### config.mk
export PLATFORM = sky130hd
export DESIGN_NAME = gfp8_nv_dot_sequencer
export DESIGN_NICKNAME = d
export VERILOG_FILES = /design/src/rtl/gfp8_seq_pkg.sv /design/src/rtl/gfp8_acc_align.sv /design/src/rtl/gfp8_nv_dot_sequencer.sv
export SDC_FILE = /design/constraint.sdc
export NUM_CORES = 1
export LEC_CHECK = 0
export ABC_AREA = 1
export BUFFER_PORTS_ARGS = -buffer_cell sky130_fd_sc_hd__buf_2
export CAP_MARGIN = 20
export CORE_AREA = 5 5 147 149
export CTS_CLUSTER_DIAMETER = 50
export CTS_CLUSTER_SIZE = 40
export DETAILED_ROUTE_END_ITERATION = 10
export DIE_AREA = 0 0 152 154
export MAX_ROUTING_LAYER = met4
export PLACE_DENSITY = 0.79
export SYNTH_ARGS = -nofsm -noshare
export SYNTH_HDL_FRONTEND = slang
export SYNTH_SLANG_ARGS = --single-unit
### constraint.sdc
create_clock -name i_clk -period 6.09 [get_ports i_clk]
set_clock_uncertainty 0.1 [all_clocks]
set_input_delay 0.9135 -clock i_clk [delete_from_list [all_inputs] [get_ports i_clk]]
set_output_delay 0.9135 -clock i_clk [all_outputs]
set_load 0.01 [all_outputs]
### src/rtl/gfp8_seq_pkg.sv
// Shared types and constants for the GFP8 NV dot sequencer and its
// accumulation datapath.
package gfp8_seq_pkg;

  // Sequencer control states.
  typedef enum logic [1:0] {
    ST_IDLE  = 2'd0,
    ST_ISSUE = 2'd1,
    ST_DRAIN = 2'd2,
    ST_DONE  = 2'd3
  } seq_state_e;

  // GFP value. Both fields are two's complement and are reinterpreted
  // with $signed wherever arithmetic needs it.
  typedef struct packed {
    logic [31:0] mantissa;
    logic [7:0]  exponent;
  } gfp_t;

  localparam logic [31:0] MANT_MAX    = 32'h7FFF_FFFF;
  localparam logic [31:0] MANT_MIN    = 32'h8000_0000;
  localparam int          ALIGN_LIMIT = 31;

  // Arithmetic right shift of a mantissa by a non-negative exponent gap.
  // A gap wider than the mantissa flushes to zero, even for negative
  // values, so tiny terms never leave a -1 residue behind.
  function automatic logic [31:0] align_mant(input logic [31:0] mant,
                                             input logic [8:0]  gap);
    logic [31:0] res;
    if (int'(gap) > ALIGN_LIMIT) begin
      res = 32'd0;
    end else begin
      res = $signed(mant) >>> gap[4:0];
    end
    return res;
  endfunction

endpackage

### src/rtl/gfp8_acc_align.sv
// Combinational GFP adder: aligns both operands to the larger exponent and
// adds the mantissas with signed 32-bit saturation.
module gfp8_acc_align
  import gfp8_seq_pkg::*;
(
  input  gfp_t a_gfp,
  input  gfp_t b_gfp,
  output gfp_t sum_gfp
);

  logic [7:0]  exp_max_s;
  logic [8:0]  gap_a_s;
  logic [8:0]  gap_b_s;
  logic [31:0] al_a_s;
  logic [31:0] al_b_s;
  logic [32:0] wide_s;
  logic [31:0] sat_s;

  // Align both operands to the common exponent and saturate the sum.
  always_comb begin
    if ($signed(a_gfp.exponent) >= $signed(b_gfp.exponent)) begin
      exp_max_s = a_gfp.exponent;
    end else begin
      exp_max_s = b_gfp.exponent;
    end
    // Sign-extended 9-bit differences; never negative since exp_max_s is the max.
    gap_a_s = {exp_max_s[7], exp_max_s} - {a_gfp.exponent[7], a_gfp.exponent};
    gap_b_s = {exp_max_s[7], exp_max_s} - {b_gfp.exponent[7], b_gfp.exponent};
    al_a_s  = align_mant(a_gfp.mantissa, gap_a_s);
    al_b_s  = align_mant(b_gfp.mantissa, gap_b_s);
    wide_s  = {al_a_s[31], al_a_s} + {al_b_s[31], al_b_s};
    if (wide_s[32] != wide_s[31]) begin
      if (wide_s[32]) begin
        sat_s = MANT_MIN;
      end else begin
        sat_s = MANT_MAX;
      end
    end else begin
      sat_s = wide_s[31:0];
    end
    sum_gfp.mantissa = sat_s;
    sum_gfp.exponent = exp_max_s;
  end

endmodule

### src/rtl/gfp8_nv_dot_sequencer.sv
// Streams a run of NV pairs from the tile BRAMs into the NV dot unit, one
// per cycle, and folds the returned GFP partials into one dot product.
module gfp8_nv_dot_sequencer
  import gfp8_seq_pkg::*;
#(
  parameter int NV_ADDR_W = 9,
  parameter int CNT_W     = 8,
  parameter int BRAM_LAT  = 1,
  parameter int DOT_LAT   = 3
) (
  input  logic                 i_clk,
  input  logic                 i_reset_n,
  input  logic                 i_cmd_valid,
  output logic                 o_cmd_ready,
  input  logic [NV_ADDR_W-1:0] i_cmd_left_base,
  input  logic [NV_ADDR_W-1:0] i_cmd_right_base,
  input  logic [CNT_W-1:0]     i_cmd_num_nv,
  output logic                 o_rd_en,
  output logic [NV_ADDR_W-1:0] o_left_rd_addr,
  output logic [NV_ADDR_W-1:0] o_right_rd_addr,
  output logic                 o_dot_valid,
  input  logic signed [31:0]   i_dot_mantissa,
  input  logic signed [7:0]    i_dot_exponent,
  output logic                 o_res_valid,
  input  logic                 i_res_ready,
  output logic signed [31:0]   o_res_mantissa,
  output logic signed [7:0]    o_res_exponent,
  output logic                 o_busy
);

  // Read tokens travel through the BRAM and the dot unit; the last stage
  // marks the cycle in which the dot unit's output belongs to us.
  localparam int TOK_DEPTH = BRAM_LAT + DOT_LAT;

  seq_state_e           state_r;
  seq_state_e           state_next_s;
  logic                 accept_s;
  logic                 ret_s;
  logic [CNT_W-1:0]     num_nv_r;
  logic [CNT_W-1:0]     issue_cnt_r;
  logic [CNT_W-1:0]     ret_cnt_r;
  logic [CNT_W-1:0]     ret_cnt_next_s;
  logic [NV_ADDR_W-1:0] left_addr_r;
  logic [NV_ADDR_W-1:0] right_addr_r;
  logic [TOK_DEPTH-1:0] tok_r;
  logic                 rd_en_r;
  logic                 cmd_ready_r;
  logic                 busy_r;
  logic                 res_valid_r;
  logic                 acc_first_r;
  gfp_t                 acc_r;
  gfp_t                 dot_s;
  gfp_t                 sum_s;

  assign ret_s          = tok_r[TOK_DEPTH-1];
  assign ret_cnt_next_s = ret_cnt_r + {{(CNT_W-1){1'b0}}, ret_s};
  assign dot_s          = {i_dot_mantissa, i_dot_exponent};

  gfp8_acc_align u_align (
    .a_gfp   (acc_r),
    .b_gfp   (dot_s),
    .sum_gfp (sum_s)
  );

  // State register.
  always_ff @(posedge i_clk or negedge i_reset_n) begin
    if (!i_reset_n) begin
      state_r <= ST_IDLE;
    end else begin
      state_r <= state_next_s;
    end
  end

  // Next-state logic and command acceptance.
  always_comb begin
    state_next_s = state_r;
    accept_s     = 1'b0;
    case (state_r)
      ST_IDLE: begin
        if (cmd_ready_r && i_cmd_valid) begin
          accept_s = 1'b1;
          if (i_cmd_num_nv == {CNT_W{1'b0}}) begin
            state_next_s = ST_DONE;
          end else begin
            state_next_s = ST_ISSUE;
          end
        end else begin
          state_next_s = ST_IDLE;
        end
      end
      ST_ISSUE: begin
        if (issue_cnt_r == (num_nv_r - {{(CNT_W-1){1'b0}}, 1'b1})) begin
          state_next_s = ST_DRAIN;
        end else begin
          state_next_s = ST_ISSUE;
        end
      end
      ST_DRAIN: begin
        // Leave as soon as the final return is being sampled so the result
        // is presented on the cycle right after it lands in the accumulator.
        if (ret_cnt_next_s == num_nv_r) begin
          state_next_s = ST_DONE;
        end else begin
          state_next_s = ST_DRAIN;
        end
      end
      ST_DONE: begin
        if (i_res_ready) begin
          state_next_s = ST_IDLE;
        end else begin
          state_next_s = ST_DONE;
        end
      end
      default: begin
        state_next_s = ST_IDLE;
      end
    endcase
  end

  // Registered status/strobe outputs derived from the upcoming state.
  always_ff @(posedge i_clk or negedge i_reset_n) begin
    if (!i_reset_n) begin
      cmd_ready_r <= 1'b0;
      busy_r      <= 1'b0;
      res_valid_r <= 1'b0;
      rd_en_r     <= 1'b0;
    end else begin
      cmd_ready_r <= (state_next_s == ST_IDLE);
      busy_r      <= (state_next_s != ST_IDLE);
      res_valid_r <= (state_next_s == ST_DONE);
      rd_en_r     <= (state_next_s == ST_ISSUE);
    end
  end

  // Command latch and address/issue counters; addresses wrap naturally.
  always_ff @(posedge i_clk or negedge i_reset_n) begin
    if (!i_reset_n) begin
      num_nv_r     <= {CNT_W{1'b0}};
      issue_cnt_r  <= {CNT_W{1'b0}};
      left_addr_r  <= {NV_ADDR_W{1'b0}};
      right_addr_r <= {NV_ADDR_W{1'b0}};
    end else if (accept_s) begin
      num_nv_r     <= i_cmd_num_nv;
      issue_cnt_r  <= {CNT_W{1'b0}};
      left_addr_r  <= i_cmd_left_base;
      right_addr_r <= i_cmd_right_base;
    end else if (state_r == ST_ISSUE) begin
      issue_cnt_r  <= issue_cnt_r + {{(CNT_W-1){1'b0}}, 1'b1};
      left_addr_r  <= left_addr_r + {{(NV_ADDR_W-1){1'b0}}, 1'b1};
      right_addr_r <= right_addr_r + {{(NV_ADDR_W-1){1'b0}}, 1'b1};
    end else begin
      num_nv_r     <= num_nv_r;
      issue_cnt_r  <= issue_cnt_r;
      left_addr_r  <= left_addr_r;
      right_addr_r <= right_addr_r;
    end
  end

  // Token pipe: one bit per outstanding read, shifted every cycle.
  always_ff @(posedge i_clk or negedge i_reset_n) begin
    if (!i_reset_n) begin
      tok_r <= {TOK_DEPTH{1'b0}};
    end else begin
      tok_r <= (tok_r << 1) | {{(TOK_DEPTH-1){1'b0}}, rd_en_r};
    end
  end

  // Return counter and GFP accumulator.
  always_ff @(posedge i_clk or negedge i_reset_n) begin
    if (!i_reset_n) begin
      ret_cnt_r   <= {CNT_W{1'b0}};
      acc_first_r <= 1'b0;
      acc_r       <= '{mantissa: 32'd0, exponent: 8'd0};
    end else if (accept_s) begin
      ret_cnt_r   <= {CNT_W{1'b0}};
      acc_first_r <= 1'b1;
      acc_r       <= '{mantissa: 32'd0, exponent: 8'd0};
    end else if (ret_s) begin
      ret_cnt_r   <= ret_cnt_next_s;
      acc_first_r <= 1'b0;
      if (acc_first_r) begin
        acc_r <= dot_s;
      end else begin
        acc_r <= sum_s;
      end
    end else begin
      ret_cnt_r   <= ret_cnt_r;
      acc_first_r <= acc_first_r;
      acc_r       <= acc_r;
    end
  end

  assign o_cmd_ready     = cmd_ready_r;
  assign o_busy          = busy_r;
  assign o_res_valid     = res_valid_r;
  assign o_rd_en         = rd_en_r;
  assign o_left_rd_addr  = left_addr_r;
  assign o_right_rd_addr = right_addr_r;
  assign o_dot_valid     = tok_r[BRAM_LAT-1];
  assign o_res_mantissa  = acc_r.mantissa;
  assign o_res_exponent  = acc_r.exponent;

endmodule

==> results.md, run 1 <==
* DR WL/cell at 19.77 um
* Biggest cell delay along the critical path at 410 ps
* Die area at 23410 um^2
* Post-Syn Area at 11810 um^2
* CP dominant cell by count: nand2_2
* Synthesis-to-finish area growth at 37.30%
* Number of synthesized flops with an enable pin at 0
* Drt total wl at 51.19 mm
* Die span in y at 154 um
* CP Capture Type: register
* Min Tclk post-route at 6270 ps
* Die X at 152 um
* Hold Path Stages at 0
* Crit path max-delay family: simple AND/OR/NAND/NOR gates
* RD Place Congestion at around 1.1
* Io pins at 133
* Rows at 52
* Final #Nets at 2449
* Final hold violations at 0
* Hold/Removal Path Class: register to register
* Run status: finished, violations left
* Post-DP HPWL at 36.14 mm
* Area of the multi-input gates at 9314 um^2
* CTS buffer count at 9
* Yosys top cell area share at 20.79%
* Post-Syn Nets at 2109
* First-pass DRT Iterations at 7
* Diode count at 0
* Synth area leader: nand2_1
* Cell depth of the worst setup path at 38
* Clock Sinks at 93
* Initial Util at 58.92%
* Worst-Margin Slew at between 900 and 1000 ps
* Critical Path AT at 6410 ps
* Async SR Flop Fraction at 100.0%
* Synthesis Warnings at 0
* Critical path buffers and inverters at 9
* Fill count at between 1000 and 1500
* CP max stage cell: fa_2
* Unique masters post-synth at 54
* Max-cap violations at 0
* Post-Syn Instances at slightly below 2000
* Number of port buffers at about 130
* Fin. max-slew vios at 0
* H-Tree Depth at 3
* Most frequent cells after synthesis: nand2_1 (654), inv_1 (201), o21ai_0 (182), nor2_1 (177), a21oi_1 (102)
* Critical path type: input pin to register
* Worst setup margin at -180.0 ps
* Share of layout cells above drive strength 1 at a little under a third
* Synth Flop Type: dfrtp_1
* Yosys reg bits at 93
* Via/cell ratio at 6.039
* Antenna violations before repair at 0
* Failing checks: setup timing
* Clk pin slew, worst setup/hold paths at around 70 ps
* Count leader, synth: nand2_1
* Total gr overflow at 0
* Fmax at 0.1595 GHz
* Sequential-to-total area share from yosys stat at 19.71%
* Hold WS at 257.8 ps
* WP data required at 6230 ps
* Total track usage at a little under two fifths
* Area contributors post-synth: nand2_1 (21%), dfrtp_1 (20%), o21ai_0 (7.7%)
* CTS tree: done
* Via Count at 15640
* Largest net degree at the start of global routing at a little under 70
* Relative slew margins at around two fifths
* Antenna Violating Nets Remaining at 0
* Max Root-Sink Buffers at 2
* Worst Path Max Fanout at 25
* Startpoint Class: input pin
* Reg2reg path depth at 38
* First-pass GRT wire length at about 70 mm
* Root buf cell: clkbuf_16
* Mean post-synth cell area at 5.982 um^2
* Reg area at between 2000 and 2500 um^2
* Final setup fails at 32
* Core footprint at 20040 um^2
* Final worst path period share at 103.0%
* Vias in the first global route at 13510
* Hold buffers post-CTS at 0
* R2R Setup Slk at -80 ps
* Clock Latency Late Sink at between 300 and 400 ps
* Initial DRC Count at 2054
* Number of remaining DRC errors at 0
worst paths after layout:
path	from	to
hold / removal	tok_r[2]	tok_r[3]
hold reg to reg	tok_r[2]	tok_r[3]
max in group asynchronous	i_reset_n	o_res_mantissa[28]
min in group asynchronous	i_reset_n	o_left_rd_addr[5]
setup reg to reg	o_res_exponent[0]	o_res_mantissa[13]
setup / recovery	i_dot_exponent[3]	o_res_mantissa[13]
state kept, by name, indices dropped and copies added (netlist names):
signal and cells:
o_right_rd_addr 9, o_res_mantissa 32, o_busy 1, ret_cnt_r 8, o_res_valid 1, o_res_exponent 8
issue_cnt_r 8, acc_first_r 1, o_cmd_ready 1, o_left_rd_addr 9, o_rd_en 1, num_nv_r 8
tok_r 4, state_r 2
through the flow:
step / utilization, % / std cells / setup slack (ps) / setup TNS, ps / cell area (um^2)
final: 80.90 / 2589 / -180.0 / -3992 / 16210
after global routing: 80.90 / 2589 / -428.6 / -11210 / 16210
after CTS: 73.73 / 2553 / 3.786 / 0 / 14780
after detailed placement: 71.83 / 2534 / -514.1 / -15010 / 14400
after global placement: 71.83 / 2534 / -223.2 / -6050 / 14400
after floorplan: - / 1974 / 119.7 / 0 / 11810
layout make-up:
class | instances | area share (%)
Multi-Input combinational cell | 1582 | 57.45
Timing Repair Buffer | 415 | 19.19
Sequential cell | 93 | 14.36
Inverter | 213 | 4.963
Tap cell | 270 | 2.084
Clock buffer | 9 | 1.389
Clock inverter | 7 | 0.5711
logic make-up (layout without fill, tap and decap cells):
kind of cell / after synthesis / after routing / synth area share [%]
and+or+nand+nor: 1061 / 1061 / 39.08
AOI/OAI and AO/OA: 369 / 369 / 16.93
buffers and inverters: 299 / 644 / 10.17
DFF: 93 / 93 / 19.71
adders and majority gates: 65 / 65 / 7.079
muxes: 48 / 48 / 4.069
xor gates and xnor gates: 39 / 39 / 2.956
placed cells by master (no fill, tap or decap), drive strengths merged, types with 3 or more instances in the layout:
cell	instances
a211oi	7
a21oi	107
a22o	3
a31oi	9
and2	4
buf	410
clkbuf	14
clkinv	3
dfrtp	93
fa	3
ha	62
inv	214
mux2i	48
nand2	679
nand3	135
nand3b	12
nand4	21
nor2	182
nor3	21
nor4	4
o211ai	7
o21ai	202
o21bai	8
o22ai	12
xnor2	20
xor2	19
what timing repair did:
action                     CTS  global route
setup buffers                3            31
gates resized for setup     13           258
gates cloned                 0             7
pin swaps                    1            96
setup endpoints to repair   32            32
routing by layer:
| layer | part of all wire, % | vias to the layer above | routed length [um] | global-route usage, % |
|---|---|---|---|---|
| met5 | 0 | - | 0 | - |
| met4 | 8.0 | 0 | 4098 | 17.85 |
| met3 | 9.9 | 321 | 5091 | 5.396 |
| met2 | 46 | 1083 | 23660 | 62.85 |
| met1 | 36 | 7107 | 18340 | 44.93 |
| li1 | - | 7124 | - | - |
Power of run 1 is not shown: default switching activity piles up to over one toggle a cycle in this logic, so the estimate is an artifact.
==> inputs of run 2 (changes only) <==
--- a/config.mk
+++ b/config.mk
@@ -9,6 +9,7 @@
 export BUFFER_PORTS_ARGS = -buffer_cell sky130_fd_sc_hd__buf_2
 export CAP_MARGIN = 20
 export CORE_AREA = 5 5 147 149
+export CTS_BUF_LIST = sky130_fd_sc_hd__clkbuf_4
 export CTS_CLUSTER_DIAMETER = 50
 export CTS_CLUSTER_SIZE = 40
 export DETAILED_ROUTE_END_ITERATION = 10
==> run 2 against run 1 <==
Net effect: the run now ends clean; design area fell by 5.9%; non-clock buffer count fell by 20; via count fell by 5.8%; global-route usage fell by 0.72 points; fmax rose by 6.0%; worst setup slack improved by 350 ps; routed wire length fell by 11%; utilization fell by 4.8 points; register-to-register slack improved by 320 ps; sequential share of layout area rose by 0.91 points.
==> results.md, run 2 (synthesized netlist as in run 1, its figures left out) <==
* Run status: completed
* DP Cell Count at 2534 (unchanged)
* Rows at 52 (unchanged)
* Die X at 152 um (unchanged)
* WP data required at 6380 ps (+150 ps)
* Worst-Margin Slew at 922.8 ps (+5.057 ps)
* CP dominant cell by count: nand2_2
* Crit path max-delay family: simple AND/OR/NAND/NOR gates
* Number of port buffers at 132 (unchanged)
* Min Tclk post-route at 5916 ps (-354.2 ps)
* Routed wl met2 at 21.27 mm (-10%)
* Via Count at 14730 (-5.8%)
* Io pins at 133 (unchanged)
* H-Tree Depth at 3 (unchanged)
* Drt total wl at 45.67 mm (-11%)
* Final worst path period share at 97.14% (-5.8 points)
* DR WL/cell at 17.77 um (-10%)
* Largest net degree at the start of global routing at 69 (unchanged)
* Fin. max-slew vios at 0 (unchanged)
* Finished Layout Cells at 2570 (-0.73%)
* Clk pin slew, worst setup/hold paths at 180 ps (+110 ps)
* First-pass GRT wire length at 68.60 mm (-1.6%)
* Root buf cell: clkbuf_4
* Most frequent cells in the layout: nand2_1 (642), buf_4 (244), inv_1 (193)
* CTS buffer count at 9 (unchanged)
* Antenna violations before repair at 1 (+1)
* Critical path type: input pin to register
* Post-DP HPWL at 36.14 mm (unchanged)
* CP Capture Type: register
* Total track usage at 36.91% (-0.72 points)
* First-pass DRT Iterations at 8 (+1)
* Relative slew margins at 38.48% (-0.34 points)
* CP max stage cell: fa_2
* Final setup fails at 0 (-100%)
* Commonest non-fill, non-tap cell in the layout: nand2_1
* Fill count at 1604 (+16%)
* RD Place Congestion at 1.073 (unchanged)
* Max-cap violations at 0 (unchanged)
* Critical Path AT at 6200 ps (-210 ps)
* Initial DRC Count at 1534 (-25%)
* Hold/Removal Path Class: input pin to asynchronous set/reset pin
* Final #Nets at 2429 (-0.82%)
* Max Root-Sink Buffers at 2 (unchanged)
* Clock Sinks at 93 (unchanged)
* Initial Util at 58.92% (unchanged)
* Startpoint Class: input pin
* Final hold violations at 0 (unchanged)
* Biggest cell delay along the critical path at 610 ps (+200 ps)
* Wl on met1 at 17.72 mm (-3.4%)
* Hold buffers post-CTS at 0 (unchanged)
* Share of layout cells above drive strength 1 at 26.14% (-4.1 points)
* Highest Signal Layer: met4
* Synthesis-to-finish area growth at 29.15%
* Via/cell ratio at 5.732 (-5.1%)
* Critical path buffers and inverters at 10 (+1)
* DR WL met3 at 3.715 mm (-27%)
* Area of the multi-input gates at 8763 um^2 (-5.9%)
* Reg area at 2327 um^2 (unchanged)
* Clock Latency Late Sink at 480 ps (+130 ps)
* Worst Path Max Fanout at 16 (-36%)
* CTS tree: done
* Vias in the first global route at 13390 (-0.90%)
* Antenna Violating Nets Remaining at 0 (unchanged)
* Die area at 23410 um^2 (unchanged)
* Core footprint at 20040 um^2 (unchanged)
* Largest register FFs at 32 (unchanged)
* Number of remaining DRC errors at 0 (unchanged)
* Fmax at 0.1690 GHz (+6.0%)
* Total gr overflow at 0 (unchanged)
* Die span in y at 154 um (unchanged)
* R2R Setup Slk at 240 ps (+320 ps)
-- run 2: timing repair --
action | CTS | global route
setup endpoints to repair | 22 | 32
pin swaps | 0 | 36
gates resized for setup | 1 | 139
buffers inserted | 0 | 15
gates cloned | 0 | 4
-- run 2: path summary, 6_finish.rpt --
kind,start,endpoint,cells past startpoint
worst max register to register,o_res_exponent[7],o_res_mantissa[3],40
worst max-delay path,i_dot_exponent[6],o_res_mantissa[3],42
max in group asynchronous,i_reset_n,o_res_mantissa[29],2
worst min register to register,tok_r[1],tok_r[2],0
min in group i_clk,tok_r[1],tok_r[2],0
worst min-delay path,i_reset_n,o_left_rd_addr[5],1
-- run 2: final cells by class --
type | instances | area share (%)
Antenna cell | 1 | 0.01641
Clock buffer | 9 | 0.4431
Clock inverter | 7 | 0.6072
Inverter | 213 | 5.243
Multi-Input combinational cell | 1582 | 57.47
Sequential cell | 93 | 15.26
Tap cell | 270 | 2.215
Timing Repair Buffer | 395 | 18.75
-- run 2: per-layer routing --
metal / up-vias / global-route usage [%]
met5: - / -
met4: 0 / 17.51
met2: 766 / 61.28
met1: 6722 / 44.96
li1: 7082 / -
met3: 162 / 4.356
-- run 2: worst reg2reg max path, delay by kind of cell (launching register included) --
kind,cells,cell delay [ps]
compound gates,3,610
fa+ha+maj,4,1420
buf+inv,8,1020
flops,1,490
simple gates,25,2140
-- run 2: metrics by stage --
step                      setup slack [ps]  hold slack [ps]  setup TNS, ps  util (%)  instance area, um^2
after floorplan                      119.7            231.2              0         -                11810
after global placement              -223.2            234.5          -6050     71.83                14400
after detailed placement            -514.1            243.4         -15010     71.83                14400
after CTS                            53.80            203.6              0     72.63                14560
after global routing                -181.3            205.6          -3854     76.10                15250
final                                174.2            210.7              0     76.10                15250
Power of run 2 is left out for the same reason.
